<file path="src/rtl/phase_sequencer_if.sv">
// Phase register write bus: one slot address plus its current-level and polarity bits.
interface phase_sequencer_if;
    logic [4:0] addr_bus;
    logic       I0_bus;
    logic       I1_bus;
    logic       Phase_bus;
    logic       busy;

    modport master (output addr_bus, I0_bus, I1_bus, Phase_bus, busy);
    modport slave  (input  addr_bus, I0_bus, I1_bus, Phase_bus, busy);
endinterface

</file>
<file path="src/rtl/phase_sequencer.sv">
// Per-motor microstep position tracking and round-robin scheduling of
// winding A/B current/polarity writes onto the shared phase register bus.
module phase_sequencer #(
    parameter int unsigned NUM_MOTORS = 4,
    parameter int unsigned PHASE_BASE = 0
) (
    input  logic                  clk,
    input  logic                  reset,
    input  logic [NUM_MOTORS-1:0] step_in,
    input  logic [NUM_MOTORS-1:0] dir_in,
    input  logic [NUM_MOTORS-1:0] enable_in,
    input  logic [1:0]            step_mode,
    input  logic                  overrun_clr,
    phase_sequencer_if.master     bus,
    output logic [NUM_MOTORS-1:0] overrun
);
    localparam int unsigned         NUM_SLOTS = 2 * NUM_MOTORS;
    localparam logic [4:0]          IDLE_ADDR = 5'd31;
    localparam logic [4:0]          LAST_SLOT = 5'(NUM_SLOTS - 1);
    localparam logic [NUM_SLOTS-1:0] SLOT0    = NUM_SLOTS'(1);

    logic [3:0]            pos [NUM_MOTORS];
    logic [NUM_MOTORS-1:0] step_prev;
    logic [NUM_MOTORS-1:0] en_prev;
    logic [1:0]            mode_prev;
    logic [NUM_SLOTS-1:0]  pending;
    logic [4:0]            last_grant;

    logic [NUM_MOTORS-1:0] step_edge;
    logic [NUM_MOTORS-1:0] en_change;
    logic                  mode_change;
    logic [NUM_MOTORS-1:0] overrun_set;
    logic [3:0]            increment;
    logic [NUM_SLOTS-1:0]  pending_set;
    logic [NUM_SLOTS-1:0]  pending_next;
    logic [NUM_SLOTS-1:0]  grant_mask;
    logic                  grant_valid;
    logic [4:0]            grant_slot;
    logic [2:0]            grant_data;

    // Returns {I1, I0, Phase}; winding B is the A table shifted back by 4 steps.
    function automatic logic [2:0] slot_code(input logic [3:0] k, input logic winding_b,
                                             input logic en);
        logic [3:0] idx;
        logic [2:0] d;
        logic [1:0] lvl;
        idx = winding_b ? k - 4'd4 : k;
        d   = (idx[2:0] <= 3'd4) ? idx[2:0] : 3'd0 - idx[2:0];
        case (d)
            3'd0, 3'd1: lvl = 2'b00;
            3'd2:       lvl = 2'b01;
            3'd3:       lvl = 2'b10;
            default:    lvl = 2'b11;
        endcase
        if (!en) lvl = 2'b11;
        return {lvl, ~(idx[3] ^ idx[2])};
    endfunction

    always_comb begin
        step_edge   = step_in & ~step_prev;
        en_change   = enable_in ^ en_prev;
        mode_change = (step_mode != mode_prev);
        pending_set = '0;
        overrun_set = '0;
        case (step_mode)
            2'b00:   increment = 4'd4;
            2'b01:   increment = 4'd2;
            default: increment = 4'd1;
        endcase
        for (int unsigned m = 0; m < NUM_MOTORS; m++) begin
            pending_set[2*m +: 2] = {2{step_edge[m] | en_change[m] | mode_change}};
            overrun_set[m]        = step_edge[m] & (|pending[2*m +: 2]);
        end
    end

    // Upward search from the slot after the last grant, wrapping at NUM_SLOTS.
    always_comb begin
        logic [5:0] cand;
        cand        = '0;
        grant_valid = 1'b0;
        grant_slot  = '0;
        grant_mask  = '0;
        grant_data  = '0;
        for (int unsigned i = 1; i <= NUM_SLOTS; i++) begin
            cand = {1'b0, last_grant} + 6'(i);
            if (cand >= 6'(NUM_SLOTS)) cand = cand - 6'(NUM_SLOTS);
            if (!grant_valid && (|(pending & (SLOT0 << cand)))) begin
                grant_valid = 1'b1;
                grant_slot  = cand[4:0];
            end
        end
        if (grant_valid) grant_mask = SLOT0 << grant_slot;
        for (int unsigned m = 0; m < NUM_MOTORS; m++) begin
            if (grant_valid && grant_slot[4:1] == 4'(m))
                grant_data = slot_code(pos[m], grant_slot[0], enable_in[m]);
        end
        // A set landing on the slot being granted keeps it pending for a rewrite.
        pending_next = (pending & ~grant_mask) | pending_set;
    end

    always_ff @(posedge clk) begin
        if (!reset) begin
            for (int unsigned m = 0; m < NUM_MOTORS; m++) pos[m] <= '0;
            step_prev     <= '0;
            en_prev       <= '0;
            mode_prev     <= step_mode;
            pending       <= '1;
            last_grant    <= LAST_SLOT;
            overrun       <= '0;
            bus.addr_bus  <= IDLE_ADDR;
            bus.I1_bus    <= 1'b0;
            bus.I0_bus    <= 1'b0;
            bus.Phase_bus <= 1'b0;
            bus.busy      <= 1'b0;
        end else begin
            for (int unsigned m = 0; m < NUM_MOTORS; m++) begin
                if (step_edge[m])
                    pos[m] <= dir_in[m] ? pos[m] + increment : pos[m] - increment;
            end
            step_prev <= step_in;
            en_prev   <= enable_in;
            mode_prev <= step_mode;
            pending   <= pending_next;
            overrun   <= (overrun & ~{NUM_MOTORS{overrun_clr}}) | overrun_set;
            bus.busy  <= grant_valid | (|pending_next);
            if (grant_valid) begin
                last_grant    <= grant_slot;
                bus.addr_bus  <= 5'(PHASE_BASE) + grant_slot;
                {bus.I1_bus, bus.I0_bus, bus.Phase_bus} <= grant_data;
            end else begin
                bus.addr_bus  <= IDLE_ADDR;
                bus.I1_bus    <= 1'b0;
                bus.I0_bus    <= 1'b0;
                bus.Phase_bus <= 1'b0;
            end
        end
    end
endmodule

</file>
<file path="src/flat_wrapper.sv">
// flat-port wrapper written by rule: the top's interface ports become plain ports
module phase_sequencer_flat 
#(
    parameter int unsigned NUM_MOTORS = 4,
    parameter int unsigned PHASE_BASE = 0
)
  (clk, reset, step_in, dir_in, enable_in, step_mode, overrun_clr, overrun, bus_addr_bus, bus_I0_bus, bus_I1_bus, bus_Phase_bus, bus_busy);
  phase_sequencer_if bus_i ();
  input  logic clk;
  input  logic reset;
  input  logic [NUM_MOTORS-1:0] step_in;
  input  logic [NUM_MOTORS-1:0] dir_in;
  input  logic [NUM_MOTORS-1:0] enable_in;
  input  logic [1:0] step_mode;
  input  logic overrun_clr;
  output logic [NUM_MOTORS-1:0] overrun;
  output wire logic [$bits(bus_i.addr_bus)-1:0] bus_addr_bus;
  output wire logic [$bits(bus_i.I0_bus)-1:0] bus_I0_bus;
  output wire logic [$bits(bus_i.I1_bus)-1:0] bus_I1_bus;
  output wire logic [$bits(bus_i.Phase_bus)-1:0] bus_Phase_bus;
  output wire logic [$bits(bus_i.busy)-1:0] bus_busy;
  assign bus_addr_bus = bus_i.addr_bus;
  assign bus_I0_bus = bus_i.I0_bus;
  assign bus_I1_bus = bus_i.I1_bus;
  assign bus_Phase_bus = bus_i.Phase_bus;
  assign bus_busy = bus_i.busy;
  phase_sequencer #(.NUM_MOTORS(NUM_MOTORS), .PHASE_BASE(PHASE_BASE)) u_core (.clk(clk), .reset(reset), .step_in(step_in), .dir_in(dir_in), .enable_in(enable_in), .step_mode(step_mode), .overrun_clr(overrun_clr), .bus(bus_i), .overrun(overrun));
endmodule
</file>
<file path="config.mk">
export PLATFORM = sky130hd
export DESIGN_NAME = phase_sequencer_flat
export DESIGN_NICKNAME = d
export VERILOG_FILES = /design/src/rtl/phase_sequencer_if.sv /design/src/rtl/phase_sequencer.sv /design/src/flat_wrapper.sv
export SDC_FILE = /design/constraint.sdc
export NUM_CORES = 1
export LEC_CHECK = 0
export ABC_AREA = 1
export CAP_MARGIN = 0
export CORE_MARGIN = 5
export CORE_UTILIZATION = 40
export CTS_CLUSTER_SIZE = 25
export DETAILED_ROUTE_END_ITERATION = 8
export RECOVER_POWER = 50
export SYNTH_ARGS = -nofsm -noshare
export SYNTH_HDL_FRONTEND = slang
export SYNTH_SLANG_ARGS = --single-unit
</file>
<file path="constraint.sdc">
create_clock -name clk -period 12.2 [get_ports clk]
set_clock_uncertainty 0.15 [all_clocks]
set_input_delay 2.44 -clock clk [delete_from_list [all_inputs] [get_ports clk]]
set_output_delay 2.44 -clock clk [all_outputs]
set_load 0.02 [all_outputs]
</file>
==> results of run 1 <==
## synthesized netlist by cell type (all sizes together)
| master | n |
|---|---|
| nand2 | 185 |
| inv | 118 |
| nor2 | 88 |
| nand3 | 85 |
| ha | 50 |
| nand4 | 44 |
| dfxtp | 36 |
| o21ai | 32 |
| a21oi | 17 |
| edfxtp | 16 |
| buf | 14 |
| clkbuf | 13 |
| xnor2 | 11 |
| xor2 | 11 |
| or2 | 10 |
| nor3 | 8 |
| nand3b | 7 |
| o22ai | 5 |
| fa | 4 |
| a22oi | 3 |
| clkinv | 3 |
| o21a | 3 |
| a21o | 2 |
| o2111ai | 2 |
| a31oi | 1 |
| a41oi | 1 |
| and3 | 1 |
| nand2b | 1 |
| nor4 | 1 |
| o31ai | 1 |
## final timing paths
kind / start / endpoint / slack (ns) / cells after the start
hold reg to reg: u_core.overrun[3] / u_core.overrun[3] / 0.33 / 2
hold / removal: u_core.overrun[3] / u_core.overrun[3] / 0.33 / 2
setup / recovery: u_core.last_grant[1] / u_core.bus.I0_bus / 6.67 / 23
setup reg to reg: u_core.last_grant[1] / u_core.bus.I0_bus / 6.67 / 23
## state kept, by name, summed over array words and instances, names as in the netlist, 2 cells and up
| name | flops |
|---|---|
| u_core.overrun | 4 |
| u_core.pos | 16 |
| u_core.last_grant | 5 |
| u_core.bus.addr_bus | 5 |
| u_core.mode_prev | 2 |
| u_core.pending | 8 |
| u_core.step_prev | 4 |
| u_core.en_prev | 4 |
## cells by family after synthesis
kind of cell | count (synthesis)
and+or+nand+nor | 430
DFF | 52
AOI/OAI and AO/OA | 67
xor gates and xnor gates | 22
buffers and inverters | 148
adders and majority gates | 54
## power by group
| part | leakage (nW) | internal, mW | switching, mW |
|---|---|---|---|
| clock network | 0.0701 | 0.0820 | 0.0684 |
| registers | 0.472 | 0.208 | 0.0382 |
| logic | 2.38 | 0.458 | 0.909 |
| total | 2.92 | 0.748 | 1.02 |
## layer usage
layer | track usage, % | wire [um] | vias to the layer above
li1 | - | - | 2545
met1 | 20.9 | 5800 | 2331
met2 | 32.9 | 7020 | 133
met3 | 3.16 | 656 | 33
met4 | 7.40 | 467 | 0
met5 | 0 | 0 | -
## worst reg2reg max path: cells and delay by family (launching register included)
kind / cells / cell delay (ns)
buf+inv: 2 / 1.24
flops: 1 / 0.91
simple gates: 19 / 2.09
fa+ha+maj: 1 / 0.89
compound gates: 1 / 0.13
## layout make-up
| class | count | share of cell area (%) |
|---|---|---|
| Timing Repair Buffer | 31 | 5.14 |
| Inverter | 121 | 7.98 |
| Tap cell | 176 | 3.76 |
| Sequential cell | 52 | 20.5 |
| Clock inverter | 1 | 0.128 |
| Clock buffer | 7 | 2.43 |
| Multi-Input combinational cell | 573 | 60.1 |
==> flow_summary.json, run 1 <==
{
  "critPathKind": "flop to flop",
  "ir_drop_mv": 0.167,
  "fin_crit_sh_pct": 45.4,
  "synth_top_family_by_area": "simple AND/OR/NAND/NOR gates",
  "power.leakage_nw": 2.92,
  "totalWireLength_mm": 13.9,
  "synthTopCellsByArea": "dfxtp_1 14%, ha_1 12%, nand2_1 11%, edfxtp_1 9.0%, inv_1 7.5%",
  "place_hpwl_mm": 11.0,
  "drive_above_1_share_pct": 11.8,
  "avgRoutedWirePerCell_um": 14.5,
  "cp_top_family": "simple AND/OR/NAND/NOR gates",
  "synth_compound_area_share_pct": 7.97,
  "cts_tree": "done",
  "worst-path-max-fanout": 22,
  "rows": 42,
  "slew_violations": 0,
  "placed_cell_area_sq_um": 5720,
  "port-buffer-count": 29,
  "cp.required_ns": 12.24,
  "viasPerCell": 5.25,
  "synth_xor_area_share_pct": 3.90,
  "ant_nets": 0,
  "tns_ns": 0,
  "vias": 5042,
  "final_util_pct": 44.6,
  "cpPeakStageDelay_ns": 0.91,
  "root_buffer": "clkbuf_16",
  "start_util_pct": 40.5,
  "path_clk_slew_ns": 0.08,
  "place_ws_ns": 6.81,
  "design.portCount": 30,
  "dieArea_sq_um": 15700,
  "yosysTopAreaCell": "dfxtp_1",
  "hold_buffers": 0,
  "place_congestion": 0.891,
  "yosys.area.top_type_share_pct": 13.5,
  "grt_pass1_wl_mm": 23.5,
  "setup_viol": 0,
  "worst_slew_pin_slew_ns": 0.998,
  "layout_common_cells": "158 x nand2_1, 107 x inv_1, 84 x nor2_1, 67 x nand3_1, 50 x ha_1",
  "fin_area_sq_um": 5860,
  "maxCapViolCount": 0,
  "avgSynthCellArea_sq_um": 6.89,
  "multi_input_area_sq_um": 3520,
  "area_growth_pct": 10.1,
  "rsz0062_at_grt": "false",
  "clkSinkCount": 52,
  "cp-start-kind": "flop",
  "cts_buffers": 5,
  "synthesis.nets": 844,
  "coreArea_sq_um": 13100,
  "synth_cell_types": 55,
  "nets": 855,
  "worstPathCellList": "clkinv_1, ha_1, inv_1, nand3_1, nor2_1, nor2_1, nand2_2, nand3_4, nand3_2, nor2_1, nand4_1, nand2_1, nand3_4, nand2_8, nand2_4, nand3_2, nand2_1, a21oi_2, nand2_1, nand2_1, nand3_1, nor2_1, nor2_1",
  "post_cts_buffers": 0,
  "power.total_mw": 1.76,
  "yosys_warnings": 0,
  "setup_ws_ns": 6.67,
  "hold_viol": 0,
  "drc": 0,
  "fmax_ghz": 0.181,
  "synth_cells": 773,
  "cp_slowest_cell": "dfxtp_1",
  "ys_ff_latch": 52,
  "ys_seq_area_share_pct": 22.6,
  "status": "finished, final reports clean",
  "synth_fa_ha_area_share_pct": 13.3,
  "grt_start_max_net_pins": 36,
  "grt.overflow.total": 0,
  "cts_buffer_depth": 2,
  "synth_simple_gate_area_share_pct": 41.0,
  "diodes": 0,
  "die_w_um": 125,
  "dp_cells": 953,
  "stdcell_count": 961,
  "dr.pass1.iters": 5,
  "crit_buf_inv": 2,
  "layout_commonest_cell": "nand2_1",
  "fillers": 1383,
  "syn_area_sq_um": 5330,
  "crit_top_cell": "nor2_1",
  "grt_pass1_vias": 4883,
  "fin_crit_ns": 5.53,
  "track_usage_pct": 18.1,
  "drt_iter0_drc": 295,
  "arrival_ns": 5.58,
  "muxShareOfSynthArea_pct": 0,
  "antenna_found_initial": 0,
  "register_area_sq_um": 1200,
  "clk_latency_ns": 0.31,
  "hold-worst-slack_ns": 0.327,
  "endpoint_kind": "flop",
  "hold_class": "flop to flop",
  "dieHeight_um": 125,
  "ctsHtreeMaxLevel": 2,
  "p_per_area_nw_per_um2": 301,
  "max-slew-margin-rel_pct": 33.4,
  "ctsResizeCount": 0
}
(Power assumes the default switching activity.)
==> run 2: changes to the inputs <==
clock period = 5.55 ns   (was 12.2 ns; I/O delays follow)
==> run 2 against run 1 <==
Via count grew 1.5%. Non-clock buffer count grew 5. Utilization grew 0.28 points. Critical endpoint is now u_core.bus.I1_bus. Hold slack gained 0.0029 ns.
==> flow_summary.json, run 2 (synthesis gave the netlist of run 1 again) <==
{
  "clk_latency_ns": 0.30,
  "track_usage_pct": 18.6,
  "hold-worst-slack_ns": 0.330,
  "cpPeakStageDelay_ns": 0.78,
  "diodes": 0,
  "dr.pass1.iters": 7,
  "port-buffer-count": 29,
  "grt.overflow.total": 0,
  "place_ws_ns": 1.05,
  "tns_ns": 0,
  "p_per_area_nw_per_um2": 661,
  "fmax_ghz": 0.216,
  "cp_top_family": "simple AND/OR/NAND/NOR gates",
  "coreArea_sq_um": 13100,
  "drt_iter0_drc": 418,
  "layout_common_cells": "158 x nand2_1, 107 x inv_1, 84 x nor2_1, 67 x nand3_1, 50 x ha_1",
  "status": "finished, final reports clean",
  "cp.required_ns": 5.61,
  "hold_class": "flop to flop",
  "cts_buffer_depth": 2,
  "design.portCount": 30,
  "slew_violations": 0,
  "power.leakage_nw": 2.95,
  "ir_drop_mv": 0.374,
  "ant_nets": 0,
  "worstPathCellList": "buf_4, clkinv_1, ha_1, inv_1, nand4_1, nand2_1, nor2_1, nand2_1, nand3_4, nand3_2, nor2_1, nand4_1, nand2_1, nand3_4, nand2_8, nand2_1, nand3_1, o21ai_1, nand2_1, nand3_1, nand2_1, nand4_1, nand2_1, inv_1",
  "grt_pass1_wl_mm": 24.1,
  "fin_crit_sh_pct": 83.4,
  "hold_viol": 0,
  "crit_top_cell": "nand2_1",
  "grt_pass1_vias": 5184,
  "totalWireLength_mm": 14.4,
  "dieHeight_um": 125,
  "cts_tree": "done",
  "endpoint_kind": "flop",
  "rows": 42,
  "root_buffer": "clkbuf_16",
  "place_hpwl_mm": 11.4,
  "worst-path-max-fanout": 22,
  "drive_above_1_share_pct": 12.4,
  "setup_ws_ns": 0.922,
  "antenna_found_initial": 0,
  "crit_buf_inv": 4,
  "max-slew-margin-rel_pct": 33.0,
  "reg.largest.list": "u_core.pos: 16 flops, u_core.pending: 8 flops",
  "fin_crit_ns": 4.63,
  "arrival_ns": 4.68,
  "top_register": "u_core.pos",
  "cp-start-kind": "flop",
  "path_clk_slew_ns": 0.07,
  "critPathKind": "flop to flop",
  "area_growth_pct": 10.8,
  "nets": 860,
  "place_congestion": 0.922,
  "maxCapViolCount": 0,
  "post_cts_buffers": 0,
  "avgRoutedWirePerCell_um": 14.9,
  "cts_buffers": 5,
  "hold_buffers": 0,
  "clkSinkCount": 52,
  "ctsResizeCount": 0,
  "start_util_pct": 40.5,
  "vias": 5120,
  "viasPerCell": 5.30,
  "largest_reg_flops": 16,
  "rsz0062_at_grt": "false",
  "dieArea_sq_um": 15700,
  "drc": 0,
  "setup_viol": 0,
  "cp_slowest_cell": "ha_1",
  "worst_slew_pin_slew_ns": 1.00,
  "ctsHtreeMaxLevel": 2,
  "layout_commonest_cell": "nand2_1",
  "die_w_um": 125,
  "grt_start_max_net_pins": 26
}
run 2: metrics by stage:
| step | area (sq um) | total power [mW] | std cells | utilization, % |
|---|---|---|---|---|
| 2_1_floorplan | 5330 | 2.95 | 773 | - |
| 4_1_cts | 5900 | 3.90 | 966 | 44.9 |
| 5_1_grt | 5900 | 4.28 | 966 | 44.9 |
| 3_3_place_gp | 5760 | 3.48 | 958 | 43.8 |
| 6_report | 5900 | 3.90 | 966 | 44.9 |
| 3_5_place_dp | 5760 | 3.55 | 958 | 43.8 |
run 2: final cells by class:
| class | count | area (sq um) |
|---|---|---|
| flip-flops and latches | 52 | 1200 |
| clock buffers | 5 | 125 |
| well taps | 176 | 220 |
| repair buffers | 36 | 339 |
| inverters | 121 | 468 |
| multi-input cells | 573 | 3520 |
| clock inverters | 3 | 23.8 |
| fillers | 1361 | 7240 |
run 2: path summary, 6_finish.rpt:
path / start / endpoint / slack, ns / depth (start not counted)
worst min-delay path: u_core.overrun[2] / u_core.overrun[2] / 0.33 / 2
worst max-delay path: u_core.last_grant[1] / u_core.bus.I1_bus / 0.92 / 24
worst max register to register: u_core.last_grant[1] / u_core.bus.I1_bus / 0.92 / 24
worst min register to register: u_core.overrun[2] / u_core.overrun[2] / 0.33 / 2
run 2: worst reg2reg max path, delay by kind of cell (launching register included):
family / cells / cell delay, ns
fa+ha+maj: 1 / 0.78
compound gates: 1 / 0.08
buf+inv: 4 / 1.05
simple gates: 18 / 2.16
flops: 1 / 0.31
run 2: power breakdown:
group	switching, mW	internal [mW]
Clock	0.155	0.171
Combinational	2.03	1.02
Sequential	0.0603	0.457
run 2: routing by layer:
metal / global-route usage [%] / vias to the layer above / part of all wire, %
met3: 3.33 / 50 / 5.0
met4: 10.1 / 0 / 5.0
met1: 20.9 / 2362 / 41
met2: 33.2 / 156 / 50
li1: - / 2552 / -
met5: 0 / - / 0
==> run 3: changes to the inputs <==
clock period = 3.75 ns   (was 5.55 ns; I/O delays follow)
==> run 3 against run 2 <==
Routed wire length up 12%. Hold slack about the same. The flow now finishes with violations (setup timing). Utilization up 11 points. Largest cell class unchanged. Via count up 8.0%. Critical path type unchanged. Clock-buffer cell count unchanged. Cell count up 9.4%. Highest routed layer unchanged. Sequential cell count unchanged. Fmax up 19%.
==> flow_summary.json, run 3 (synthesis gave the netlist of run 1 again) <==
{
  "drc": 0,
  "dp_cells": 1018,
  "top_register": "u_core.pos",
  "place_hpwl_mm": 11.9,
  "coreArea_sq_um": 13100,
  "setup_ws_ns": -0.138,
  "slew_violations": 0,
  "hold_class": "flop to flop",
  "fmax_ghz": 0.257,
  "hold_viol": 0,
  "endpoint_kind": "flop",
  "hold_path_startpoint": "u_core.overrun[3]",
  "design.portCount": 30,
  "drive_above_1_share_pct": 32.6,
  "r2r_slack_ns": -0.14,
  "violations": "setup timing",
  "worst-path-max-fanout": 7,
  "port-buffer-count": 29,
  "rsz0062_at_grt": "true",
  "start_util_pct": 40.5,
  "maxCapViolCount": 0,
  "clkSinkCount": 52,
  "grt.overflow.total": 0,
  "largest_reg_flops": 16,
  "setup_viol": 6,
  "stdcell_count": 1057,
  "dr.pass1.iters": 7,
  "clk_latency_ns": 0.31,
  "status": "finished, violations left",
  "cts_tree": "done",
  "hold_buffers": 0,
  "root_buffer": "clkbuf_16",
  "cts_buffers": 5,
  "track_usage_pct": 19.6,
  "r2r_start": "u_core.last_grant[1]",
  "timing.rr.end": "u_core.bus.busy",
  "ant_nets": 0,
  "r2r_cells": 27,
  "totalWireLength_mm": 16.1,
  "rows": 42,
  "nets": 951,
  "worst_slew_pin_slew_ns": 0.654,
  "cts_buffer_depth": 2,
  "path_clk_slew_ns": 0.07,
  "vias": 5529,
  "dieHeight_um": 125,
  "cp.required_ns": 3.81,
  "dieArea_sq_um": 15700,
  "antenna_found_initial": 0,
  "hold_end": "u_core.overrun[3]",
  "drt_iter0_drc": 306,
  "grt_pass1_vias": 5492,
  "max-slew-margin-rel_pct": 56.0,
  "reg.largest.list": "u_core.pos: 16 flops, u_core.pending: 8 flops",
  "arrival_ns": 3.95,
  "ctsHtreeMaxLevel": 2,
  "hold_path_depth": 2,
  "avgRoutedWirePerCell_um": 15.2,
  "diodes": 0,
  "die_w_um": 125,
  "viasPerCell": 5.23,
  "grt_pass1_wl_mm": 25.6,
  "layout_common_cells": "141 x nand2_1, 98 x inv_1, 81 x buf_4, 68 x nor2_1, 53 x nand3_1",
  "critPathKind": "flop to flop",
  "fin_crit_sh_pct": 104,
  "layout_commonest_cell": "nand2_1",
  "grt_start_max_net_pins": 33,
  "fin_crit_ns": 3.89,
  "cp-start-kind": "flop",
  "area_growth_pct": 37.2,
  "place_congestion": 0.899
}
## run 3: worst max-delay path by stage
stage	to	slack, ns	depth (start not counted)	from
final	u_core.bus.busy	-0.14	27	u_core.last_grant[1]
after global routing	u_core.bus.I1_bus	-0.36	30	u_core.last_grant[1]
after CTS	u_core.bus.I0_bus	-0.01	27	u_core.last_grant[1]
after detailed placement	u_core.bus.I0_bus	-0.18	29	u_core.last_grant[2]
after global placement	u_core.bus.I0_bus	-0.09	29	u_core.last_grant[2]
after floorplan	u_core.bus.I0_bus	0.003	32	u_core.last_grant[0]
## run 3: layer usage
layer,part of all wire (%),global-route usage [%],vias to the layer above
met5,0,0,-
met1,40,22.0,2599
li1,-,-,2734
met3,4.6,3.24,38
met2,53,37.1,158
met4,2.7,7.33,0
## run 3: cell type report
class | count | area (sq um)
Fill cell | 1221 | 5830
Multi-Input combinational cell | 573 | 4110
Sequential cell | 52 | 1220
Timing Repair Buffer | 127 | 1130
Inverter | 121 | 489
Tap cell | 176 | 220
Clock buffer | 5 | 125
Clock inverter | 3 | 25.0
## run 3: timing repair
item,in CTS,in global routing
setup endpoints to repair,5,16
gates resized for setup,76,90
pin swaps,36,72
buffers inserted,18,16
## run 3: per-stage QoR
step                setup slack [ns]  setup TNS [ns]  hold slack (ns)  util [%]  cell area, sq um
finish                        -0.138          -0.493            0.330      55.6              7310
global route                  -0.358           -2.30            0.346      55.6              7310
CTS                          -0.0123         -0.0138            0.330      52.0              6830
detailed placement            -0.182          -0.574            0.319      47.3              6220
global placement             -0.0875          -0.208            0.319      47.3              6220
floorplan                    0.00322               0            0.363         -              5330
## run 3: worst max-delay path: stages, from the launching register on
cell and delay [ns]:
dfxtp_4 0.36, buf_8 0.14, ha_4 0.18, a21oi_2 0.15
xor2_1 0.26, ha_2 0.25, xnor2_2 0.09, o21ai_4 0.26
buf_6 0.14, nand4_1 0.06, nand2_1 0.13, inv_1 0.06
nand2_2 0.07, nand3_4 0.12, nor2_4 0.15, nor2_2 0.04
nand2_1 0.10, nand3_4 0.14, nand2_8 0.14, buf_6 0.14
buf_4 0.11, nand3_1 0.07, nand2_1 0.09, nand2_1 0.07
nor2_1 0.12, nand3_1 0.09, nand2_1 0.06, inv_1 0.04
Power of run 3 is left out: the tool's default activity adds up to more than one toggle a clock period on the data nets, which glitch-free logic cannot reach.
